`src/rtl/alu_issue_ctrl.sv`:
```
// alu_issue_ctrl -- issue controller for an LC-3 style ADD/AND/NOT subset.
//
// An instruction is accepted in IDLE, its operands are read from an 8-entry
// register file and driven to an external combinational ALU for one EXEC
// cycle, and the ALU result is written back in the following WB cycle.
// Throughput is one instruction per three cycles.
//
// Optional feature: define ALU_ISSUE_NZP_EN to implement the {N,Z,P}
// condition-code register. Without it the nzp port is tied to 3'b000.
//
// Ports:
//   Clk          rising-edge clock
//   Reset_n      synchronous active-low reset
//   instr_valid  instruction offered this cycle
//   instr        16-bit instruction word
//   instr_ready  high in IDLE, instruction can be accepted
//   alu_A/alu_B  operands to the external ALU (zero outside EXEC)
//   alu_select   ALU op: 00 ADD, 01 AND, 10 NOT, 11 PASS_A
//   alu_out      combinational ALU result
//   done         one-cycle writeback pulse
//   illegal      one-cycle pulse for a discarded unsupported opcode
//   wb_reg       destination register (zero unless done)
//   wb_data      written value (zero unless done)
//   nzp          condition codes {N,Z,P}
//   dbg_addr     debug register-file read index
//   dbg_data     combinational RF[dbg_addr]
module alu_issue_ctrl #(
  parameter int unsigned WIDTH = 16
) (
  input  logic             Clk,
  input  logic             Reset_n,
  input  logic             instr_valid,
  input  logic [15:0]      instr,
  output logic             instr_ready,
  output logic [WIDTH-1:0] alu_A,
  output logic [WIDTH-1:0] alu_B,
  output logic [1:0]       alu_select,
  input  logic [WIDTH-1:0] alu_out,
  output logic             done,
  output logic             illegal,
  output logic [2:0]       wb_reg,
  output logic [WIDTH-1:0] wb_data,
  output logic [2:0]       nzp,
  input  logic [2:0]       dbg_addr,
  output logic [WIDTH-1:0] dbg_data
);

  typedef enum logic [1:0] {StIdle, StExec, StWb} state_e;

  state_e           state_q, state_d;
  logic [15:0]      instr_q, instr_d;
  logic [WIDTH-1:0] result_q, result_d;
  logic [WIDTH-1:0] rf_q [8];
  logic [WIDTH-1:0] rf_d [8];

  // Decode of the captured instruction
  logic [3:0]       opcode;
  logic [2:0]       dr, sr1, sr2;
  logic [WIDTH-1:0] imm_sext;
  logic             op_legal;
  logic             op_not;
  logic [1:0]       op_sel;
  logic [WIDTH-1:0] operand_b;

  assign opcode   = instr_q[15:12];
  assign dr       = instr_q[11:9];
  assign sr1      = instr_q[8:6];
  assign sr2      = instr_q[2:0];
  assign imm_sext = {{(WIDTH-5){instr_q[4]}}, instr_q[4:0]};

  always_comb begin
    op_legal = 1'b1;
    op_not   = 1'b0;
    op_sel   = 2'b11;
    case (opcode)
      4'b0001: op_sel = 2'b00;
      4'b0101: op_sel = 2'b01;
      4'b1001: begin
        op_sel = 2'b10;
        op_not = 1'b1;
      end
      default: op_legal = 1'b0;
    endcase
  end

  always_comb begin
    operand_b = '0;
    if (!op_not) begin
      operand_b = instr_q[5] ? imm_sext : rf_q[sr2];
    end
  end

  // State register
  always_ff @(posedge Clk) begin
    if (!Reset_n) begin
      state_q <= StIdle;
    end else begin
      state_q <= state_d;
    end
  end

  // Next-state logic
  always_comb begin
    state_d = state_q;
    unique case (state_q)
      StIdle:  if (instr_valid) state_d = StExec;
      StExec:  state_d = StWb;
      StWb:    state_d = StIdle;
      default: state_d = StIdle;
    endcase
  end

  // Output logic
  always_comb begin
    instr_ready = 1'b0;
    alu_A       = '0;
    alu_B       = '0;
    alu_select  = 2'b11;
    done        = 1'b0;
    illegal     = 1'b0;
    wb_reg      = '0;
    wb_data     = '0;
    unique case (state_q)
      StIdle: instr_ready = 1'b1;
      StExec: begin
        alu_select = op_sel;
        // An unsupported opcode only passes zero through the ALU
        if (op_legal) begin
          alu_A = rf_q[sr1];
          alu_B = operand_b;
        end
      end
      StWb: begin
        if (op_legal) begin
          done    = 1'b1;
          wb_reg  = dr;
          wb_data = result_q;
        end else begin
          illegal = 1'b1;
        end
      end
      default: ;
    endcase
  end

  // Datapath next-state
  always_comb begin
    instr_d  = instr_q;
    result_d = result_q;
    rf_d     = rf_q;
    if (state_q == StIdle && instr_valid) begin
      instr_d = instr;
    end
    if (state_q == StExec) begin
      result_d = alu_out;
    end
    if (state_q == StWb && op_legal) begin
      rf_d[dr] = result_q;
    end
  end

  always_ff @(posedge Clk) begin
    if (!Reset_n) begin
      instr_q  <= '0;
      result_q <= '0;
      for (int i = 0; i < 8; i++) begin
        rf_q[i] <= '0;
      end
    end else begin
      instr_q  <= instr_d;
      result_q <= result_d;
      for (int i = 0; i < 8; i++) begin
        rf_q[i] <= rf_d[i];
      end
    end
  end

  assign dbg_data = rf_q[dbg_addr];

`ifdef ALU_ISSUE_NZP_EN
  logic [2:0] nzp_q, nzp_d;

  always_comb begin
    nzp_d = nzp_q;
    if (state_q == StWb && op_legal) begin
      if (result_q[WIDTH-1]) begin
        nzp_d = 3'b100;
      end else if (result_q == '0) begin
        nzp_d = 3'b010;
      end else begin
        nzp_d = 3'b001;
      end
    end
  end

  always_ff @(posedge Clk) begin
    if (!Reset_n) begin
      nzp_q <= 3'b010;
    end else begin
      nzp_q <= nzp_d;
    end
  end

  assign nzp = nzp_q;
`else
  assign nzp = 3'b000;
`endif

endmodule
```
`config.mk`:
```
export PLATFORM = sky130hd
export DESIGN_NAME = alu_issue_ctrl
export DESIGN_NICKNAME = d
export VERILOG_FILES = /design/src/rtl/alu_issue_ctrl.sv
export SDC_FILE = /design/constraint.sdc
export NUM_CORES = 1
export LEC_CHECK = 0
export BUFFER_PORTS_ARGS = -buffer_cell sky130_fd_sc_hd__buf_2
export CORE_UTILIZATION = 55
export CTS_BUF_LIST = sky130_fd_sc_hd__clkbuf_8
export DETAILED_ROUTE_END_ITERATION = 6
export PLACE_DENSITY = 0.79
export REMOVE_ABC_BUFFERS = 1
export SYNTH_ARGS = -nofsm -noshare
export SYNTH_HDL_FRONTEND = slang
export SYNTH_SLANG_ARGS = --single-unit
```
`constraint.sdc`:
```
create_clock -name Clk -period 1.7 [get_ports Clk]
set_input_delay 0.17 -clock Clk [delete_from_list [all_inputs] [get_ports Clk]]
set_output_delay 0.17 -clock Clk [all_outputs]
set_load 0.03 [all_outputs]
```
Word level (Yosys, flattened, before mapping):

Index checks and enable logic that the tools add are counted.

* bitwise logic cells: 4
* magnitude comparators: 5
* muxes and demuxes: 33
* reduce and logical (&&, ||, !) cells: 5
* eq/ne operators: 6

Operators with widths (count)
* 2-to-1 mux 16 bit: 15
* binary-select mux 16 bit (select 3 bit): 3
* bitwise mux 128 bit: 1
* demux 16 bit (select 3 bit): 1
* >= comparator 4 bit, second input constant: 4
* NOT 3 -> 4 bit: 4
* 2-to-1 mux 1 bit: 7
* 2-to-1 mux 3 bit: 2
* case mux 2 bit (3 select lines): 1
* equality test 4 x 1 -> 1 bit, second input constant: 1
* equality test 4 x 3 -> 1 bit, second input constant: 1
* equality test 4 bit, second input constant: 1
* < comparator 4 x 1 -> 1 bit, second input constant: 1
* 2-to-1 mux 2 bit: 2
* case mux 2 bit (2 select lines): 1
* logical AND 1 bit: 3
* OR reduction 3 bit: 1
* equality test 2 x 1 -> 1 bit, second input constant: 1
* equality test 2 bit, second input constant: 1
* logical NOT 2 bit: 1
* inequality test 2 bit, second input constant: 1

* bits of input ports: 38
* output and inout bits: 75
* flip-flop bits (word level): 162

Logic depth before layout (Yosys ltp):

Gate-level depths: netlist (run 1).

* depth in word-level cells: 8
* gate-level depth with buffers: 6
* gate-level depth less buffers: 4

Least setup slack after synthesis (run 1):

OpenSTA, ideal clock, no wires.

* path type: register to output
* start point: reg state_q[1]
* end point: out alu_B[10]
* arrival: 1.842 ns
* buffers on the path: 3
* slack: -0.312 ns
* cell stages (with the launch flop): 7
* required time: 1.530 ns
* cell sequence: dfxtp_1 > nand2b_1 > clkbuf_1 > or3_1 > buf_2 > buf_2 > a31oi_1

* word-level cells in the longest chain between the ends: 2

RTL lines
* start: declaration: line 50 `state_e state_q, state_d;`
* start signal: assignment: line 96 `state_q <= StIdle;`
* start signal: assignment: line 98 `state_q <= state_d;`
* equality test 2 x 1 -> 1 bit: line 123 `unique case (state_q)`
* 2-to-1 mux 16 bit: line 123
* end: declaration: line 36 `output logic [WIDTH-1:0] alu_B,`

No other way between the ends.

Final worst setup path (run 1):

* start point: reg instr_q[1]
* end point: out alu_B[0]

* word-level cells in the longest chain between the ends: 8

RTL lines
* start: declaration: line 51 `logic [15:0] instr_q, instr_d;`
* start signal: assignment: line 170 `instr_q <= instr_d;`
* NOT 3 -> 4 bit (implied by the code): line 89 `operand_b = instr_q[5] ? imm_sext : rf_q[sr2];`
* binary-select mux 16 bit (select 3 bit): line 89
* 2-to-1 mux 16 bit (implied by the code) (2 in series): line 89
* 2-to-1 mux 16 bit: line 89
* 2-to-1 mux 16 bit: line 88 `if (!op_not) begin`
* 2-to-1 mux 16 bit: line 128 `if (op_legal) begin`
* 2-to-1 mux 16 bit: line 123

No other way between the ends. The select of a mux whose other input is x is not followed.

==> impl_metrics.tcl, run 1 <==
set metrics [dict create \
    status "complete, but fails checks" \
    violations_in_the_final_reports "setup timing" \
    period_share 1.35 \
    port_buffers 109 \
    post_synth.cell_area_avg_um2 10.6 \
    row_count 46 \
    synth-warning-count 0 \
    clock_buffer_count_from_cts 17 \
    antenna_left 0 \
    ffs_latches_synth 162 \
    floorplan.initialDensity 0.572 \
    final_core_util 0.786 \
    gp_congestion 0.876 \
    cell_internal_pwr_mw 5.38 \
    clock-sinks 162 \
    antenna_found_initial 0 \
    synth.area.top_cells "sky130_fd_sc_hd__dfxtp_1 (35%), sky130_fd_sc_hd__mux4_2 (21%), sky130_fd_sc_hd__mux2i_1 (16%), sky130_fd_sc_hd__nand2_1 (9.0%), sky130_fd_sc_hd__mux2_2 (4.4%)" \
    insertedDiodeCount 0 \
    synth.most_common_cell "sky130_fd_sc_hd__nand2_1" \
    multi_input_area_mm2 0.00593 \
    routed_via_density 6.89 \
    areaGrowthSynthToFinish_pct 37.5 \
    cts-root-to-sink-buffers 2 \
    worstSkewPairLatency_ns 0.51 \
    pwr-share-seq 0.506 \
    route.detailed.drc 0 \
    syn-cell-area_mm2 0.00921 \
    final.fill_count 856 \
    setup.worst_path.class "reg -> out" \
    critical_path.endpoint_type "output pin" \
    grt_start_max_net_pins 45 \
    setup_viol 184 \
    vdd_ir_drop_max_mv 0.543 \
    hold_path_class "in -> reg" \
    netlist_top_cells_count "sky130_fd_sc_hd__nand2_1 (221), sky130_fd_sc_hd__dfxtp_1 (162), sky130_fd_sc_hd__mux2i_1 (148)" \
    comb_power_share 0.136 \
    cell_count_of_the_worst_reg_to_reg_path 10 \
    power.total_mw 7.72 \
    ys_seq_area_frac 0.352 \
    die_area_mm2 0.0173 \
    detailedRoute.firstPassIterationCount 7 \
    die_x_um 131 \
    timing.final.hold_violations 0 \
    detailed_place_hpwl_um 17600 \
    global_route.usage.total 0.390 \
    pwr-share-clk 0.358 \
    clk_root_buffer_cell "sky130_fd_sc_hd__clkbuf_8" \
    grt_first_pass_wirelength_um 51000 \
    path_clk_slew_ns 0.10 \
    cp_launch_type "flop" \
    first_global_vias 8784 \
    p_sw_frac 0.304 \
    maximum_net_fanout_on_the_critical_path 7 \
    clock_tree.htree_level_count 4 \
    drv.max_cap_violation_count 0 \
    drt_wl_total_um 36600 \
    final_skew_ns 0.0179 \
    netlist-cell-type-count 36 \
    power.leakage_nw 5.01 \
    syn-instance-count 868 \
    routedWlPerCell_um 28.1 \
    netlist.top_cell.by_area "sky130_fd_sc_hd__dfxtp_1" \
    switchingPower_mw 2.35 \
    cp_data_arrival_time_ns 2.12 \
    cts_tree "yes" \
    die-height_um 131 \
    drt_iter0_markers 1271 \
    report.final.slew_viol_count 0 \
    boundaryPins 113 \
    synth-edff-count 0 \
    hold-path-cell-count 3 \
    design.core.area_mm2 0.0161 \
    grt_setup_unrepaired "yes" \
    postLayoutSetupSlackWorst_ns -0.593 \
    synth_ff_type "sky130_fd_sc_hd__dfxtp_1" \
    worstPathRequired_ns 1.53 \
    yosys.area.top_type_share 0.352 \
    register_area_mm2 0.00335 \
    nNetsFinal 1110 \
    global_route.overflow_total 0 \
    period_minus_slack_ns 2.29 \
    drive_gt1_frac 0.500 \
    holdWs_ns 0.00587 \
    pwr_density_cell_mw_per_mm2 610 \
    synth_async_sr_flop_share 0 \
    timing.fmax_mhz 436 \
    route.vias.total 8962 \
]
cell families (layout without fill, tap and decap cells):
family          count (synthesis)  count (layout)  synth area share
buf+inv                        84             299            0.0530
compound gates                 62              62            0.0496
simple gates                  291             291             0.135
other cells                     1               3          0.000407
mux                           268             268             0.410
flops                         162             162             0.352
per-stage QoR:
step	area (µm²)	TNS, ns	setup slack (ns)	instances
after floorplan	8740	-106.63	-1.07	789
after global placement	10500	-1.58	-0.0686	1192
after detailed placement	10500	-6.85	-0.0927	1192
after CTS	12400	-44.50	-0.489	1296
after global routing	12700	-72.39	-0.744	1301
final	12700	-66.66	-0.593	1301
path summary, 6_finish.rpt:
kind	slack, ns	end	from
max reg2reg	-0.50	rf_q[72]$_SDFFE_PN0P_	instr_q[13]$_SDFFE_PN0P_
max	-0.59	alu_B[0]	instr_q[1]$_SDFFE_PN0P_
min reg2reg	0.48	instr_q[13]$_SDFFE_PN0P_	instr_q[13]$_SDFFE_PN0P_
min	0.006	instr_q[1]$_SDFFE_PN0P_	instr[1]
flip-flops by register name, indices dropped and copies added, names as in the netlist:
| name | flops |
|---|---|
| rf_q | 128 |
| instr_q | 16 |
| result_q | 16 |
| state_q | 2 |
repair_timing:
item,4_1_cts,5_1_grt
endpoints found under the setup margin,184,192
resized for setup,272,101
endpoints found under the hold margin,32,0
hold buffers,32,0
cloned,8,1
pin swaps,25,5
buffers inserted,34,12
placed cells by master (no fill, tap or decap), types with 5 or more instances in the layout:
cell and n:
sky130_fd_sc_hd__dlygate4sd3_1 32, sky130_fd_sc_hd__buf_4 71, sky130_fd_sc_hd__buf_6 74, sky130_fd_sc_hd__buf_8 8, sky130_fd_sc_hd__mux2i_2 13, sky130_fd_sc_hd__dfxtp_4 5
sky130_fd_sc_hd__buf_2 44, sky130_fd_sc_hd__mux2_2 19, sky130_fd_sc_hd__inv_6 6, sky130_fd_sc_hd__clkbuf_8 17, sky130_fd_sc_hd__nand2_2 5, sky130_fd_sc_hd__buf_12 30
sky130_fd_sc_hd__nor2_1 22, sky130_fd_sc_hd__mux2i_1 134, sky130_fd_sc_hd__a31oi_1 6, sky130_fd_sc_hd__mux4_2 84, sky130_fd_sc_hd__a31oi_2 5, sky130_fd_sc_hd__nand2_1 216
sky130_fd_sc_hd__mux2_4 17, sky130_fd_sc_hd__dfxtp_1 86, sky130_fd_sc_hd__a22oi_2 9, sky130_fd_sc_hd__and2_4 19, sky130_fd_sc_hd__dfxtp_2 71, sky130_fd_sc_hd__a21boi_0 32
metal layers:
metal | GRT usage | routed length [µm] | share of wire | vias to the layer above
met4 | 0.276 | 3190 | 0.087 | 0
li1 | - | - | - | 3522
met5 | 0 | 0 | 0 | -
met1 | 0.466 | 12100 | 0.33 | 4200
met3 | 0.0887 | 4480 | 0.12 | 304
met2 | 0.621 | 16900 | 0.46 | 936
worst max-delay path: stages, from the launching register on:
cell                       delay, ns
sky130_fd_sc_hd__dfxtp_4        0.44
sky130_fd_sc_hd__buf_12         0.16
sky130_fd_sc_hd__buf_6          0.13
sky130_fd_sc_hd__mux2i_1        0.33
sky130_fd_sc_hd__a221oi_1       0.15
sky130_fd_sc_hd__a31oi_1        0.17
sky130_fd_sc_hd__nor2_1         0.07
sky130_fd_sc_hd__buf_4          0.17
cell type report:
cell class / count / share of cell area
multi-input cells: 624 / 0.468
inverters: 3 / 0.000889
clock buffers: 17 / 0.0185
repair buffers: 264 / 0.217
clock inverters: 15 / 0.00978
flip-flops and latches: 162 / 0.264
well taps: 216 / 0.0213
power by group through the flow:
stage	Combinational (mW)	Sequential (mW)	Clock, mW
final	1.05	3.91	2.76
after global routing	1.09	3.91	2.87
after CTS	0.963	3.90	2.67
after detailed placement	0.785	3.98	0
after global placement	0.777	3.97	0
after floorplan	0.277	4.02	0
Note: power is estimated with default switching activity, not from simulation.
==> run 2: changes to the inputs <==
--- a/config.mk
+++ b/config.mk
@@ -5,12 +5,15 @@
 export SDC_FILE = /design/constraint.sdc
 export NUM_CORES = 1
 export LEC_CHECK = 0
+export ABC_AREA = 1
 export BUFFER_PORTS_ARGS = -buffer_cell sky130_fd_sc_hd__buf_2
 export CORE_UTILIZATION = 55
 export CTS_BUF_LIST = sky130_fd_sc_hd__clkbuf_8
+export CTS_CLUSTER_DIAMETER = 40
 export DETAILED_ROUTE_END_ITERATION = 6
 export PLACE_DENSITY = 0.79
 export REMOVE_ABC_BUFFERS = 1
+export SLEW_MARGIN = 20
 export SYNTH_ARGS = -nofsm -noshare
 export SYNTH_HDL_FRONTEND = slang
 export SYNTH_SLANG_ARGS = --single-unit
==> run 2 against run 1 <==
Compared with the run above: the flow finishes with violations (DRC, setup timing); highest routed layer unchanged; combinational power increased by 130%; power rose by 19%; via count is 50% higher.
==> impl_metrics.tcl, run 2 <==
set metrics [dict create \
    drt_iter0_markers 2764 \
    syn-instance-count 1711 \
    vdd_ir_drop_max_mv 0.460 \
    netlist_top_cells_count "sky130_fd_sc_hd__nand2_1 (387), sky130_fd_sc_hd__a21oi_1 (235), sky130_fd_sc_hd__inv_1 (197)" \
    worstSkewPairLatency_ns 0.49 \
    gp_congestion 0.907 \
    period_minus_slack_ns 2.07 \
    clk_root_buffer_cell "sky130_fd_sc_hd__clkbuf_8" \
    critPathMaxStageDelay_ns 0.45 \
    r2r_setup_slack_ns -0.13 \
    postLayoutSetupSlackWorst_ns -0.371 \
    yosys.area.top_type_share 0.319 \
    grt_first_pass_wirelength_um 59300 \
    switchingPower_mw 3.22 \
    commonest_cells_after_routing_fill_and_taps_aside "sky130_fd_sc_hd__nand2_1 (317), sky130_fd_sc_hd__a21oi_1 (215), sky130_fd_sc_hd__o21ai_0 (144), sky130_fd_sc_hd__inv_1 (138), sky130_fd_sc_hd__nand3_1 (121)" \
    maximum_net_fanout_on_the_critical_path 28 \
    port_buffers 109 \
    final_common_cell "sky130_fd_sc_hd__nand2_1" \
    drive_gt1_frac 0.297 \
    cell_count_of_the_worst_reg_to_reg_path 13 \
    synth_ff_type "sky130_fd_sc_hd__dfxtp_1" \
    instances_no_fill 2100 \
    p_sw_frac 0.350 \
    detailedRoute.firstPassIterationCount 7 \
    cell_internal_pwr_mw 5.99 \
    route.vias.total 13400 \
    synth-edff-count 0 \
    critical_path.slowest_cell "sky130_fd_sc_hd__dfxtp_4" \
    drv.max_cap_violation_count 0 \
    nNetsFinal 1896 \
    critical_path_buf_inv_count 3 \
    antenna_left 0 \
    first_global_vias 11132 \
    final.fill_count 1283 \
    routedWlPerCell_um 21.2 \
    grt_setup_unrepaired "yes" \
    netlist.top_cell.by_area "sky130_fd_sc_hd__dfxtp_1" \
    path_clk_slew_ns 0.09 \
    cp_launch_type "flop" \
    post_synth.cell_area_avg_um2 5.95 \
    timing.critical_path.cells "inv_2 -> buf_12 -> a21oi_1 -> o21ai_1 -> a21oi_2 -> nor2_1 -> buf_4" \
    synth.most_common_cell "sky130_fd_sc_hd__nand2_1" \
    setup.worst_path.class "reg -> out" \
    die_x_um 138 \
    hold_path_class "in -> reg" \
    report.final.slew_viol_count 0 \
    comb_power_share 0.266 \
    clock_tree.htree_level_count 4 \
    pwr-share-seq 0.431 \
    drt_wl_total_um 44500 \
    critical_path.endpoint "alu_A[2]" \
    worst-path-stages 7 \
    row_count 49 \
    synth_async_sr_flop_share 0 \
    routed_via_density 6.38 \
    areaGrowthSynthToFinish_pct 37.8 \
    clock-sinks 162 \
    largest_register "rf_q" \
    critical_path.endpoint_type "output pin" \
    rr_startpoint "instr_q[12]$_SDFFE_PN0P_" \
    antenna_found_initial 0 \
    worstPathRequired_ns 1.53 \
    insertedDiodeCount 0 \
    timing.final.hold_violations 0 \
    ys_seq_area_frac 0.319 \
    cp_data_arrival_time_ns 1.90 \
    floorplan.initialDensity 0.564 \
    die-height_um 138 \
    power.leakage_nw 5.73 \
    boundaryPins 113 \
    final_skew_ns 0.0194 \
    pwr-share-clk 0.302 \
    synth.area.top_cells "sky130_fd_sc_hd__dfxtp_1 (32%), sky130_fd_sc_hd__nand2_1 (14%), sky130_fd_sc_hd__a21oi_1 (12%), sky130_fd_sc_hd__o21ai_0 (9.2%), sky130_fd_sc_hd__nand3_1 (7.6%)" \
    cts_tree "yes" \
    largest_register_ff_count 128 \
    final_core_util 0.778 \
    grt_start_max_net_pins 86 \
    timing.fmax_mhz 483 \
    holdWs_ns 0.0427 \
    clock_buffer_count_from_cts 17 \
    setup_viol 104 \
    cp-startpoint "instr_q[6]$_SDFFE_PN0P_" \
    cts-root-to-sink-buffers 2 \
    pwr_density_cell_mw_per_mm2 657 \
    global_route.overflow_total 0 \
    regToRegEndpoint "rf_q[87]$_SDFFE_PN0P_" \
    detailed_place_hpwl_um 23500 \
    global_route.usage.total 0.394 \
    design.core.area_mm2 0.0180 \
    numPlacedInstances 1997 \
    worst_path_dominant_cell_family "flip-flops" \
    violations_in_the_final_reports "DRC, setup timing" \
    period_share 1.22 \
    syn-cell-area_mm2 0.0102 \
    die_area_mm2 0.0190 \
    synth-warning-count 0 \
    ffs_latches_synth 162 \
    netlist-cell-type-count 24 \
    status "complete, but fails checks" \
    largest_registers "rf_q (128), instr_q (16), result_q (16)" \
    route.detailed.drc 4 \
]
-- run 2: cell types whose count changed in the layout (fill, tap and decap cells not counted), sizes merged, moves of 36 or more --
cell   previous run  this run
inv              12       204
mux2             36         0
mux4             84         0
o21ai             0       201
a21oi             2       236
nand2           221       390
nor2             27       132
nand3             1       155
nand4             0        81
mux2i           148         0
-- run 2: cells by family (layout without fill, tap and decap cells) --
group                  count (synthesis)  count (layout)  share of synthesized area
AND/OR/NAND/NOR                      759             759                      0.325
other                                  1               3                   0.000369
AO/OA/AOI/OAI                        448             448                      0.224
flip-flops                           162             162                      0.319
buffers and inverters                341             499                      0.133
-- run 2: metal layers --
metal  global-route usage  wire length [µm]  vias up  part of all wire
li1                     -                 -     5910                 -
met1                0.512             15400     5909              0.35
met2                0.613             18600     1256              0.42
met3               0.0894              7140      325              0.16
met4                0.204              3380        0             0.076
met5                    0                 0        -                 0
-- run 2: timing repair --
item | in CTS | in global routing
hold buffers | 24 | 0
pin swaps | 8 | 106
cloned | 3 | 17
hold endpoints to repair | 24 | 0
setup endpoints to repair | 58 | 118
gates resized for setup | 102 | 440
buffers inserted | 12 | 17
-- run 2: how the worst min path moves through the flow --
stage | endpoint | cells past startpoint | from
2_1_floorplan | rf_q[0]$_SDFFE_PN0P_ | 2 | Reset_n
3_3_place_gp | instr_q[3]$_SDFFE_PN0P_ | 3 | instr[3]
3_5_place_dp | instr_q[8]$_SDFFE_PN0P_ | 3 | instr[8]
4_1_cts | result_q[10]$_SDFFE_PN0P_ | 3 | alu_out[10]
5_1_grt | result_q[10]$_SDFFE_PN0P_ | 3 | alu_out[10]
6_report | result_q[10]$_SDFFE_PN0P_ | 3 | alu_out[10]
-- run 2: power groups by stage --
stage | logic (mW) | registers, mW | clock network [mW]
CTS | 1.93 | 3.95 | 2.76
floorplan | 0.915 | 4.08 | 0
detailed placement | 1.80 | 4.03 | 0
global placement | 1.79 | 4.03 | 0
finish | 2.46 | 3.98 | 2.79
global route | 2.55 | 3.98 | 2.92
-- run 2: worst min-delay path, stage by stage --
cell and delay, ns:
sky130_fd_sc_hd__buf_2 0.09, sky130_fd_sc_hd__o21ai_0 0.08, sky130_fd_sc_hd__a21oi_1 0.13
-- run 2: through the flow --
| step | setup WS, ns | setup TNS, ns | power (mW) | cell area (µm²) |
|---|---|---|---|---|
| global placement | 0.0962 | 0 | 5.81 | 11400 |
| floorplan | -2.06 | -281.14 | 4.99 | 9600 |
| finish | -0.371 | -17.93 | 9.22 | 14000 |
| CTS | -0.342 | -15.11 | 8.64 | 12500 |
| detailed placement | 0.0394 | 0 | 5.83 | 11400 |
| global route | -0.436 | -25.16 | 9.44 | 14000 |
-- run 2: final cells by class --
cell class	count	area, µm²	area share
Multi-Input combinational cell	1210	6340	0.452
Sequential cell	162	3330	0.237
Timing Repair Buffer	262	2890	0.206
Inverter	205	802	0.0572
Tap cell	229	287	0.0204
Clock buffer	19	262	0.0186
Clock inverter	13	115	0.00821
==> run 3: changes to the inputs <==
--- a/config.mk
+++ b/config.mk
@@ -7,11 +7,12 @@
 export LEC_CHECK = 0
 export ABC_AREA = 1
 export BUFFER_PORTS_ARGS = -buffer_cell sky130_fd_sc_hd__buf_2
-export CORE_UTILIZATION = 55
+export CORE_ASPECT_RATIO = 1.1
+export CORE_UTILIZATION = 60
 export CTS_BUF_LIST = sky130_fd_sc_hd__clkbuf_8
 export CTS_CLUSTER_DIAMETER = 40
 export DETAILED_ROUTE_END_ITERATION = 6
-export PLACE_DENSITY = 0.79
+export PLACE_DENSITY = 0.81
 export REMOVE_ABC_BUFFERS = 1
 export SLEW_MARGIN = 20
 export SYNTH_ARGS = -nofsm -noshare
==> constraint.sdc (replaced) <==
create_clock -name Clk -period 2.05 [get_ports Clk]
set_input_delay 0.205 -clock Clk [delete_from_list [all_inputs] [get_ports Clk]]
set_output_delay 0.205 -clock Clk [all_outputs]
set_load 0.03 [all_outputs]
==> run 3 against run 2 <==
Compared with the run above: the run ends with setup timing left; cell count is 3.5% lower; worst setup slack better by 0.28 ns; clock power is 14% lower; routed wire length is 8.4% lower; highest routed layer is now met5.
==> impl_metrics.tcl, run 3 (synthesis gave the netlist of run 2 again) <==
set metrics [dict create \
    status "complete, but fails checks" \
    violations_in_the_final_reports "setup timing" \
    floorplan.initialDensity 0.617 \
    path_clk_slew_ns 0.09 \
    boundaryPins 113 \
    clk_root_buffer_cell "sky130_fd_sc_hd__clkbuf_8" \
    numPlacedInstances 1963 \
    cell_count_of_the_worst_reg_to_reg_path 10 \
    drive_gt1_frac 0.184 \
    timing.final.hold_violations 0 \
    drt_wl_total_um 40700 \
    hold_start "alu_out[0]" \
    setup_viol 21 \
    period_minus_slack_ns 2.14 \
    critPathMaxStageDelay_ns 0.40 \
    timing.fmax_mhz 468 \
    worst_hold_path.endpoint "result_q[0]$_SDFFE_PN0P_" \
    grt_first_pass_wirelength_um 57800 \
    die_x_um 126 \
    hold-path-cell-count 3 \
    detailedRoute.firstPassIterationCount 7 \
    largest_register_ff_count 128 \
    regToRegEndpoint "rf_q[74]$_SDFFE_PN0P_" \
    first_global_vias 11204 \
    r2r_setup_slack_ns 0.10 \
    final.fill_count 1274 \
    setup.worst_path.class "reg -> out" \
    cp_data_arrival_time_ns 1.93 \
    die-height_um 139 \
    critical_path.slowest_cell "sky130_fd_sc_hd__dfxtp_4" \
    vdd_ir_drop_max_mv 0.463 \
    grt_setup_unrepaired "yes" \
    rr_startpoint "instr_q[12]$_SDFFE_PN0P_" \
    cp_launch_type "flop" \
    gp_congestion 0.905 \
    commonest_cells_after_routing_fill_and_taps_aside "sky130_fd_sc_hd__nand2_1 (370), sky130_fd_sc_hd__a21oi_1 (223), sky130_fd_sc_hd__inv_1 (193), sky130_fd_sc_hd__o21ai_0 (164), sky130_fd_sc_hd__dfxtp_1 (152)" \
    route.detailed.drc 0 \
    global_route.overflow_total 0 \
    cts-root-to-sink-buffers 2 \
    antenna_found_initial 1 \
    port_buffers 109 \
    nNetsFinal 1848 \
    route.vias.total 12861 \
    worst_rel_slew_slack 0.515 \
    drt_iter0_markers 2124 \
    largest_registers "rf_q (128), instr_q (16), result_q (16)" \
    postLayoutSetupSlackWorst_ns -0.0871 \
    final_common_cell "sky130_fd_sc_hd__nand2_1" \
    worstPathRequired_ns 1.85 \
    hold_path_class "in -> reg" \
    drv.max_cap_violation_count 0 \
    grt_start_max_net_pins 86 \
    report.final.slew_viol_count 0 \
    areaGrowthSynthToFinish_pct 23.9 \
    cts_tree "yes" \
    timing.critical_path.cells "clkinvlp_4 -> buf_12 -> clkbuf_16 -> a21oi_1 -> o21ai_1 -> a21oi_1 -> nor2_1 -> buf_4" \
    clock_tree.htree_level_count 4 \
    die_area_mm2 0.0175 \
    worst_slew_pin_slew_ns 0.726 \
    holdWs_ns 0.00906 \
    final_skew_ns 0.0108 \
    critical_path.endpoint_type "output pin" \
    instances_no_fill 2027 \
    antenna_left 0 \
    largest_register "rf_q" \
    row_count 49 \
    worstSkewPairLatency_ns 0.47 \
    design.core.area_mm2 0.0165 \
    insertedDiodeCount 0 \
    power.leakage_nw 5.19 \
    routedWlPerCell_um 20.1 \
    clock_buffer_count_from_cts 17 \
    detailed_place_hpwl_um 22900 \
    clock-sinks 162 \
    period_share 1.04 \
    cp_common_cell "sky130_fd_sc_hd__a21oi_1" \
    pwr_density_cell_mw_per_mm2 592 \
    global_route.usage.total 0.422 \
    routed_via_density 6.34 \
    maximum_net_fanout_on_the_critical_path 7 \
]
[run 3: cell types whose count changed in the layout (fill, tap and decap cells not counted), sizes merged]
cell,before,now
buf,219,196
dlygate4sd3,24,6
clkbuf,38,31
clkinv,8,6
bufinv,1,2
clkinvlp,5,6
[run 3: per-layer routing]
metal / vias to the layer above / global-route usage / routed length [µm]
li1: 5801 / - / -
met1: 5636 / 0.536 / 14300
met2: 1166 / 0.636 / 17400
met3: 256 / 0.115 / 6300
met4: 2 / 0.263 / 2640
met5: - / 0 / 16
[run 3: critical path: cells and delay by family, from the launching register on]
family | cells | cell delay, ns
compound gates | 3 | 0.38
buf+inv | 4 | 0.60
simple gates | 1 | 0.06
flops | 1 | 0.40
[run 3: how the worst max path moves through the flow]
stage,endpoint,start,slack (ns)
after floorplan,alu_B[2],instr_q[0]$_SDFFE_PN0P_,-1.74
after global placement,rf_q[78]$_SDFFE_PN0P_,instr_q[12]$_SDFFE_PN0P_,0.30
after detailed placement,rf_q[68]$_SDFFE_PN0P_,instr_q[12]$_SDFFE_PN0P_,0.19
after CTS,alu_B[12],instr_q[0]$_SDFFE_PN0P_,-0.04
after global routing,alu_A[14],instr_q[6]$_SDFFE_PN0P_,-0.14
final,alu_A[14],instr_q[6]$_SDFFE_PN0P_,-0.09
[run 3: timing repair]
action | in CTS | in global routing
endpoints found under the hold margin | 6 | 0
setup buffers | 3 | 12
resized for setup | 50 | 175
endpoints found under the setup margin | 52 | 48
gates cloned | 0 | 11
pin swaps | 5 | 46
hold buffers | 6 | 0
[run 3: cell type report]
cell class                 count  area, µm²  share of cell area
clock inverter                12        116             0.00923
inverter                     205        807              0.0640
timing repair buffer         213       2060               0.163
tap                          204        255              0.0202
multi-input combinational   1210       5830               0.462
clock buffer                  20        275              0.0218
timing repair inverter         1       6.26            0.000496
sequential                   162       3270               0.259
[run 3: per-stage QoR]
stage	total power [mW]	setup slack, ns	area, µm²	utilization	TNS (ns)
floorplan	4.14	-1.74	9600	-	-217.82
global placement	4.77	0.304	11200	0.677	0
detailed placement	4.78	0.192	11200	0.677	0
CTS	7.13	-0.0371	11800	0.715	-0.329
global route	7.67	-0.142	12600	0.765	-2.96
finish	7.47	-0.0871	12600	0.765	-0.696
[run 3: where the power goes]
group / leakage [nW] / internal, mW / total, mW / switching [mW]
clock network: 0.200 / 1.16 / 2.39 / 1.23
registers: 1.32 / 3.20 / 3.29 / 0.0891
logic: 3.67 / 0.611 / 1.79 / 1.18
